==> src/rtl/cereal_rx.sv <==
`default_nettype none
// ============================================================================
// Module   : cereal_rx
// Purpose  : 8N1 UART receiver. It recovers frames from an asynchronous serial
//            line and holds each received byte in a one-entry register with a
//            valid/ack handshake. It reports framing errors and overruns.
// Revision : 1.0 - initial release
// ============================================================================
module cereal_rx #(
    parameter int CLKS_PER_BIT = 5208,
    parameter int HALF_BIT     = CLKS_PER_BIT / 2
) (
    input  logic       sysclk,
    input  logic       reset_n,
    input  logic       rx,
    output logic [7:0] data_out,
    output logic       valid,
    input  logic       ack,
    output logic       busy,
    output logic       frame_err,
    output logic       overrun
);

    localparam int                 c_CNT_W    = $clog2(CLKS_PER_BIT);
    localparam logic [c_CNT_W-1:0] c_BIT_END  = c_CNT_W'(CLKS_PER_BIT - 1);
    localparam logic [c_CNT_W-1:0] c_HALF_END = c_CNT_W'(HALF_BIT - 1);

    typedef enum logic [2:0] {
        S_IDLE      = 3'd0,
        S_START     = 3'd1,
        S_DATA      = 3'd2,
        S_STOP      = 3'd3,
        S_WAIT_IDLE = 3'd4
    } state_t;

    state_t             r_state;
    logic               r_rx_meta;
    logic               r_rx_s;
    logic [c_CNT_W-1:0] r_cnt;
    logic [2:0]         r_idx;
    logic [7:0]         r_shift;
    logic [7:0]         r_data;
    logic               r_valid;
    logic               r_ferr;
    logic               r_ovr;

    logic               w_half_hit;
    logic               w_bit_hit;

    assign w_half_hit = (r_cnt == c_HALF_END);
    assign w_bit_hit  = (r_cnt == c_BIT_END);

    assign data_out  = r_data;
    assign valid     = r_valid;
    assign frame_err = r_ferr;
    assign overrun   = r_ovr;
    assign busy      = (r_state != S_IDLE);

    // Two-flop synchronizer; presets to the idle (high) line level
    always_ff @(posedge sysclk or negedge reset_n) begin
        if (!reset_n) begin
            r_rx_meta <= 1'b1;
            r_rx_s    <= 1'b1;
        end else begin
            r_rx_meta <= rx;
            r_rx_s    <= r_rx_meta;
        end
    end

    // Frame state machine, bit timing, holding register and status flags
    always_ff @(posedge sysclk or negedge reset_n) begin
        if (!reset_n) begin
            r_state <= S_IDLE;
            r_cnt   <= '0;
            r_idx   <= '0;
            r_shift <= '0;
            r_data  <= '0;
            r_valid <= 1'b0;
            r_ferr  <= 1'b0;
            r_ovr   <= 1'b0;
        end else begin
            r_ferr <= 1'b0;

            // Consumer handshake; a frame completing on this same edge may
            // override valid below so the new byte is kept.
            if (ack && r_valid) begin
                r_valid <= 1'b0;
                r_ovr   <= 1'b0;
            end

            case (r_state)
                S_IDLE: begin
                    r_cnt <= '0;
                    if (!r_rx_s) begin
                        r_state <= S_START;
                    end
                end

                S_START: begin
                    if (w_half_hit) begin
                        r_cnt <= '0;
                        r_idx <= '0;
                        // A high line at mid start bit means the edge was a glitch
                        r_state <= r_rx_s ? S_IDLE : S_DATA;
                    end else begin
                        r_cnt <= r_cnt + 1'b1;
                    end
                end

                S_DATA: begin
                    if (w_bit_hit) begin
                        r_cnt          <= '0;
                        r_shift[r_idx] <= r_rx_s;
                        if (r_idx == 3'd7) begin
                            r_state <= S_STOP;
                        end else begin
                            r_idx <= r_idx + 3'd1;
                        end
                    end else begin
                        r_cnt <= r_cnt + 1'b1;
                    end
                end

                S_STOP: begin
                    if (w_bit_hit) begin
                        r_cnt <= '0;
                        if (r_rx_s) begin
                            if (!r_valid || ack) begin
                                r_data  <= r_shift;
                                r_valid <= 1'b1;
                            end else begin
                                r_ovr <= 1'b1;
                            end
                            r_state <= S_IDLE;
                        end else begin
                            r_ferr  <= 1'b1;
                            r_state <= S_WAIT_IDLE;
                        end
                    end else begin
                        r_cnt <= r_cnt + 1'b1;
                    end
                end

                S_WAIT_IDLE: begin
                    // Hold off until the line returns high so a break is not
                    // decoded as a stream of zero frames.
                    r_cnt <= '0;
                    if (r_rx_s) begin
                        r_state <= S_IDLE;
                    end
                end

                default: begin
                    r_state <= S_IDLE;
                end
            endcase
        end
    end

endmodule
`default_nettype wire

==> config.mk <==
export PLATFORM = sky130hd
export DESIGN_NAME = cereal_rx
export DESIGN_NICKNAME = d
export VERILOG_FILES = /design/src/rtl/cereal_rx.sv
export SDC_FILE = /design/constraint.sdc
export NUM_CORES = 1
export LEC_CHECK = 0
export CORE_AREA = 5 5 57 98
export DETAILED_ROUTE_END_ITERATION = 10
export DIE_AREA = 0 0 62 103
export GPL_ROUTABILITY_DRIVEN = 0
export GPL_TIMING_DRIVEN = 0
export PLACE_DENSITY = 0.73
export SYNTH_ARGS = -nofsm -noshare
export SYNTH_HDL_FRONTEND = slang
export SYNTH_SLANG_ARGS = --single-unit
==> constraint.sdc <==
create_clock -name sysclk -period 3.7 [get_ports sysclk]
set_input_delay 0.74 -clock sysclk [delete_from_list [all_inputs] [get_ports sysclk]]
set_output_delay 0.74 -clock sysclk [all_outputs]
set_load 0.01 [all_outputs]
* Yosys cells after proc, flatten, opt, wreduce, memory -nomap -nowiden *
Index checks and enable logic that the tools add are counted.

word-level totals
  output and inout bits = 12
  flip-flop bits (word level) = 40
  word-level logic and storage cells = 74
  input port bits = 4
  bits in latches = 0
  RAM bits = 0
  memory bits (read-only) = 0
  memories = 0

cells by class
  eq/ne operators = 14
  $add $sub $neg = 2
  shift operators = 0
  multipliers = 0
  divide/modulo/power cells = 0
  muxes and demuxes = 32
  bitwise gates (word level) = 0
  $lt $le $gt $ge = 2
  reduce and logical (&&, ||, !) cells = 14

operators with widths
  operator                                               number
  one-hot mux 13 bit (3 select lines)                    1
  two-way mux 3 bit                                      10
  two-way mux 13 bit                                     2
  one-hot mux 3 bit (5 select lines)                     1
  two-way mux 1 bit                                      14
  != test 2 bit, second input constant                   7
  adder 13 x 1 -> 13 bit, second input constant          1
  equality test 13 x 12 -> 1 bit, second input constant  1
  equality test 13 bit, second input constant            1
  bitwise mux 8 bit                                      1
  AND reduction 4 bit                                    2
  equality test 3 x 2 -> 1 bit, second input constant    2
  equality test 3 bit, second input constant             2
  one-hot mux 3 bit (2 select lines)                     1
  AND reduction 6 bit                                    1
  nonzero test 3 bit                                     2
  < comparator 3 x 4 -> 1 bit, second input constant     1
  OR reduction 2 bit                                     2
  adder 3 x 1 -> 3 bit, second input constant            1
  demux 1 bit (select 3 bit)                             1
  equality test 3 x 1 -> 1 bit, second input constant    1
  >= comparator 3 x 1 -> 1 bit, second input constant    1
  zero test 3 bit                                        1
  logical AND 1 bit                                      2
  other kinds (5)                                        5

* Longest topological paths before layout *
  word-level depth = 6
  mapped depth = 6
  gate-level depth less buffers = 5

* Worst setup path after synthesis *
Ideal clock, no wire load.

  kind = reg-to-reg
  start = register r_cnt[0]
  end = register r_shift[4]
  clock period less this slack = 1859 ps
  arrival time = 1732 ps
  stages on the path, launching flop included = 7
  setup time = 128 ps
  required time = 3572 ps
  setup slack = 1841 ps
  path buffers = 1
  cell sequence = dfrtp_1 -> ha_1 -> nor3b_4 -> nand4_4 -> buf_6 -> nor4_1 -> mux2_1

on the way
  word-level cells in the longest chain between the ends = 2

ends and longest elaborated chain
  item                             line  source
  from (decl)                      39    logic [c_CNT_W-1:0] r_cnt;
  from (signal assigned)           106   r_cnt <= r_cnt + 1'b1;
  from (signal assigned)           120   r_cnt <= r_cnt + 1'b1;
  from (signal assigned)           140   r_cnt <= r_cnt + 1'b1;
  equality test 13 bit             51    assign w_bit_hit = (r_cnt == c_BIT_END);
  AND reduction 2 bit (no line)    --
  to (signal, indexed assignment)  113   r_shift[r_idx] <= r_rx_s;
  to (decl)                        41    logic [7:0] r_shift;

No other way between the ends.
A chain may end at the register's enable or synchronous reset.

* Worst setup path in the final report *
  start = register r_state[0]
  end = output busy

on the way
  word-level cells in the longest chain between the ends = 1

ends and longest elaborated chain
  item                    line  source
  from (decl)             36    state_t r_state;
  from (signal assigned)  104   r_state <= r_rx_s ? S_IDLE : S_DATA;
  nonzero test 3 bit      57    assign busy = (r_state != S_IDLE);
  to (decl)               19    output logic busy,

No other way between the ends.

==> results.md <==
- Status: finished, final reports clean
- Std cell rows: 34
- Setup CP Type: reg -> out
- Synth cell count leaders: dfrtp_1, mux2_2, nand2_1, nor2_1
- Via Count: 1459
- Root Buffer Master: clkbuf_8
- H-tree depth: 2
- Layout cells sized above 1: 0.203
- Vias per cell: 5.70
- Pre-CTS setup slack: 1480 ps
- Reg clk slew, reported paths: 80 ps
- Nets: about 210
- Max incr delay on CP: 490 ps
- Gr busiest metal: met2
- Postcts setup bufs: 0
- Unrepaired setup endpoints after global routing: false
- CTS Hold Bufs: 0
- Global-route wire length before repair: 6750 µm
- Register bit total from synthesis: 40
- Worst-margin pin slew: 896 ps
- Antenna-violating nets left: 0
- Inst Count DP: 248
- Grt met2 use: 0.264
- Slowest CP cell: clkdlybuf4s50_1
- Worst Min Path Start: r_rx_meta
- Setup Viol. Count Final: 0
- Core Area: around 0.0048 mm²
- Critical Path Start: r_state[0]
- Detailed Route Iter0 Violations: 19
- Cell Area, Synth: roughly 0.0020 mm²
- Most numerous cell in the Yosys netlist: dfrtp_1
- Met1 Usage GRT: 0.143
- GRT Total Usage: 0.143
- Reg-to-reg startpoint: r_cnt[0]
- Initial Utilization: 0.429
- Area contributors post-synth: dfrtp_1, mux2_2, dfstp_2
- Clock skew: roughly 8.4 ps
- Critical Path Stages: 3
- Max cap viols: 0
- Tcrit/Tclk final: 0.692
- Filler Cell Count: 442
- Routed WL per cell: 15.5 µm
- Initial antenna violation count: 0
- Area leader, netlist: dfrtp_1
- Critical path peak fanout: 10
- Fin crit period: 2560 ps
- Clk Latency, worst-skew pair: 300 ps
- Startpoint types: flip-flop
- HPWL after detailed placement: 2840 µm
- Cts bufs inserted: 5
- Number of iterations in the first detailed-routing pass: 4
- Post-synth EDFFs: 0
- DRC: 0
- Post-synthesis sequential area ratio: 0.491
- Leakage power: 1.02 nW
- Synthesis-to-layout area growth: 15.8%
- CP Cell Sequence: clkbuf_1, or3_1, clkdlybuf4s50_1
- Final slew viol count: 0
- WP data required: 2960 ps
- Crit. End Element: output port
- Worst path arrival time: 1820 ps
- Non-filler cells, final: 256
- Final Hold Viols: 0
- Worst Path Buf+Inv: 2
- Met3 Track Usage GR: 0.0376
- Post-Route WL: a little under 4000 µm
- Die Footprint: 0.00639 mm²
- Share of the synthesized area in the top cell type: 0.465
- Pin count of the biggest net entering global routing: 41
- Gate Count Post-Synth: ~180
- Slew HR: 0.403
- PostCTS Resize Cnt: 0
- Worst Reg-to-Reg Cells: 6
- Asr flop ratio synth: 1.00
- Syn nets: about 190
- Syn_area_per_cell: 11.4 µm²
- N_diodes: 0
- Overall Power: about 800 µW
- Clk buf depth: 2
- Ports: 16
- Hold WC Path Type: reg -> reg
- Final TNS setup: 0 ps
- CTS Sinks: 40
- Ys flop type: dfrtp_1
- Hold path depth: 0
- Cell family with most CP delay: buffers and inverters
- Port-buffer cells: 15
- Fmax: 390 MHz
- Die W: 62 µm
- PnR worst setup slack: 1140 ps
- CTS tree: yes
- Worst Hold Margin: approximately 360 ps
- Grt ovf: 0
- Vias in the first global route: 1497
- Die Ht: between 100 and 150 µm
- Power Dens Cells: 344 mW/mm²
- Yosys cell types: 46
- Max VDD drop: around 0.25 mV
- Yosys warns: 0
[layout make-up]
class / count / area [µm²] / share of cell area
inverters: 4 / 15.0 / 0.00634
flip-flops and latches: 40 / 1000 / 0.423
plain buffers: 8 / 65.1 / 0.0275
well taps: 54 / 67.6 / 0.0285
clock inverters: 3 / 42.5 / 0.0180
clock buffers: 5 / 68.8 / 0.0290
repair buffers: 15 / 145 / 0.0612
multi-input cells: 127 / 962 / 0.406
[per-stage QoR]
step / instance area, µm² / utilization
4_1_cts: 2370 / 0.497
6_report: 2370 / 0.497
3_5_place_dp: 2260 / 0.474
3_3_place_gp: 2260 / 0.475
5_1_grt: 2370 / 0.497
2_1_floorplan: 2050 / -
[placed cells by master (no fill, tap or decap), types with 3 or more instances in the layout]
cell type / n
dfrtp_1: 38
mux2_1: 3
nor2_1: 10
clkbuf_8: 5
or3_1: 3
or4_1: 3
xor2_1: 6
nand3_1: 6
nand2_1: 10
nand2b_1: 5
clkdlybuf4s50_1: 14
inv_1: 4
ha_1: 3
o21ai_0: 6
a21oi_1: 6
nand4_1: 8
a22o_1: 3
nor4_1: 8
mux2_2: 15
buf_4: 4
[metal layers]
metal  up-vias  wire length, µm
met5         -                0
met4         0               72
met3         6               99
met2        17             2240
met1       728             1540
li1        708                -
[final timing paths]
check                           slack (ps)           to
worst max register to register        1590   r_shift[4]
worst min register to register         360       r_rx_s
max in group asynchronous             2580   r_shift[1]
worst max-delay path                  1140         busy
min in group asynchronous              570  data_out[7]
worst min-delay path                   360       r_rx_s
[registers in the layout (all words and copies together) (netlist names)]
name	cells
data_out	8
r_rx_s	1
overrun	1
valid	1
r_idx	3
frame_err	1
r_state	3
r_shift	8
r_rx_meta	1
r_cnt	13
[report_power, final]
group          internal (mW)  switching [mW]  leakage (nW)
registers              0.440         0.00150         0.536
clock network          0.200           0.159        0.0541
logic                0.00494          0.0113         0.427
[kinds of logic after synthesis]
logic type                 share of synthesized area
buffers and inverters                         0.0391
xor gates and xnor gates                      0.0300
adders and majority gates                     0.0184
DFF                                            0.491
muxes                                         0.0991
and+or+nand+nor                                0.226
AOI/OAI and AO/OA                             0.0973
No activity file was read; power rests on OpenSTA's default activity.
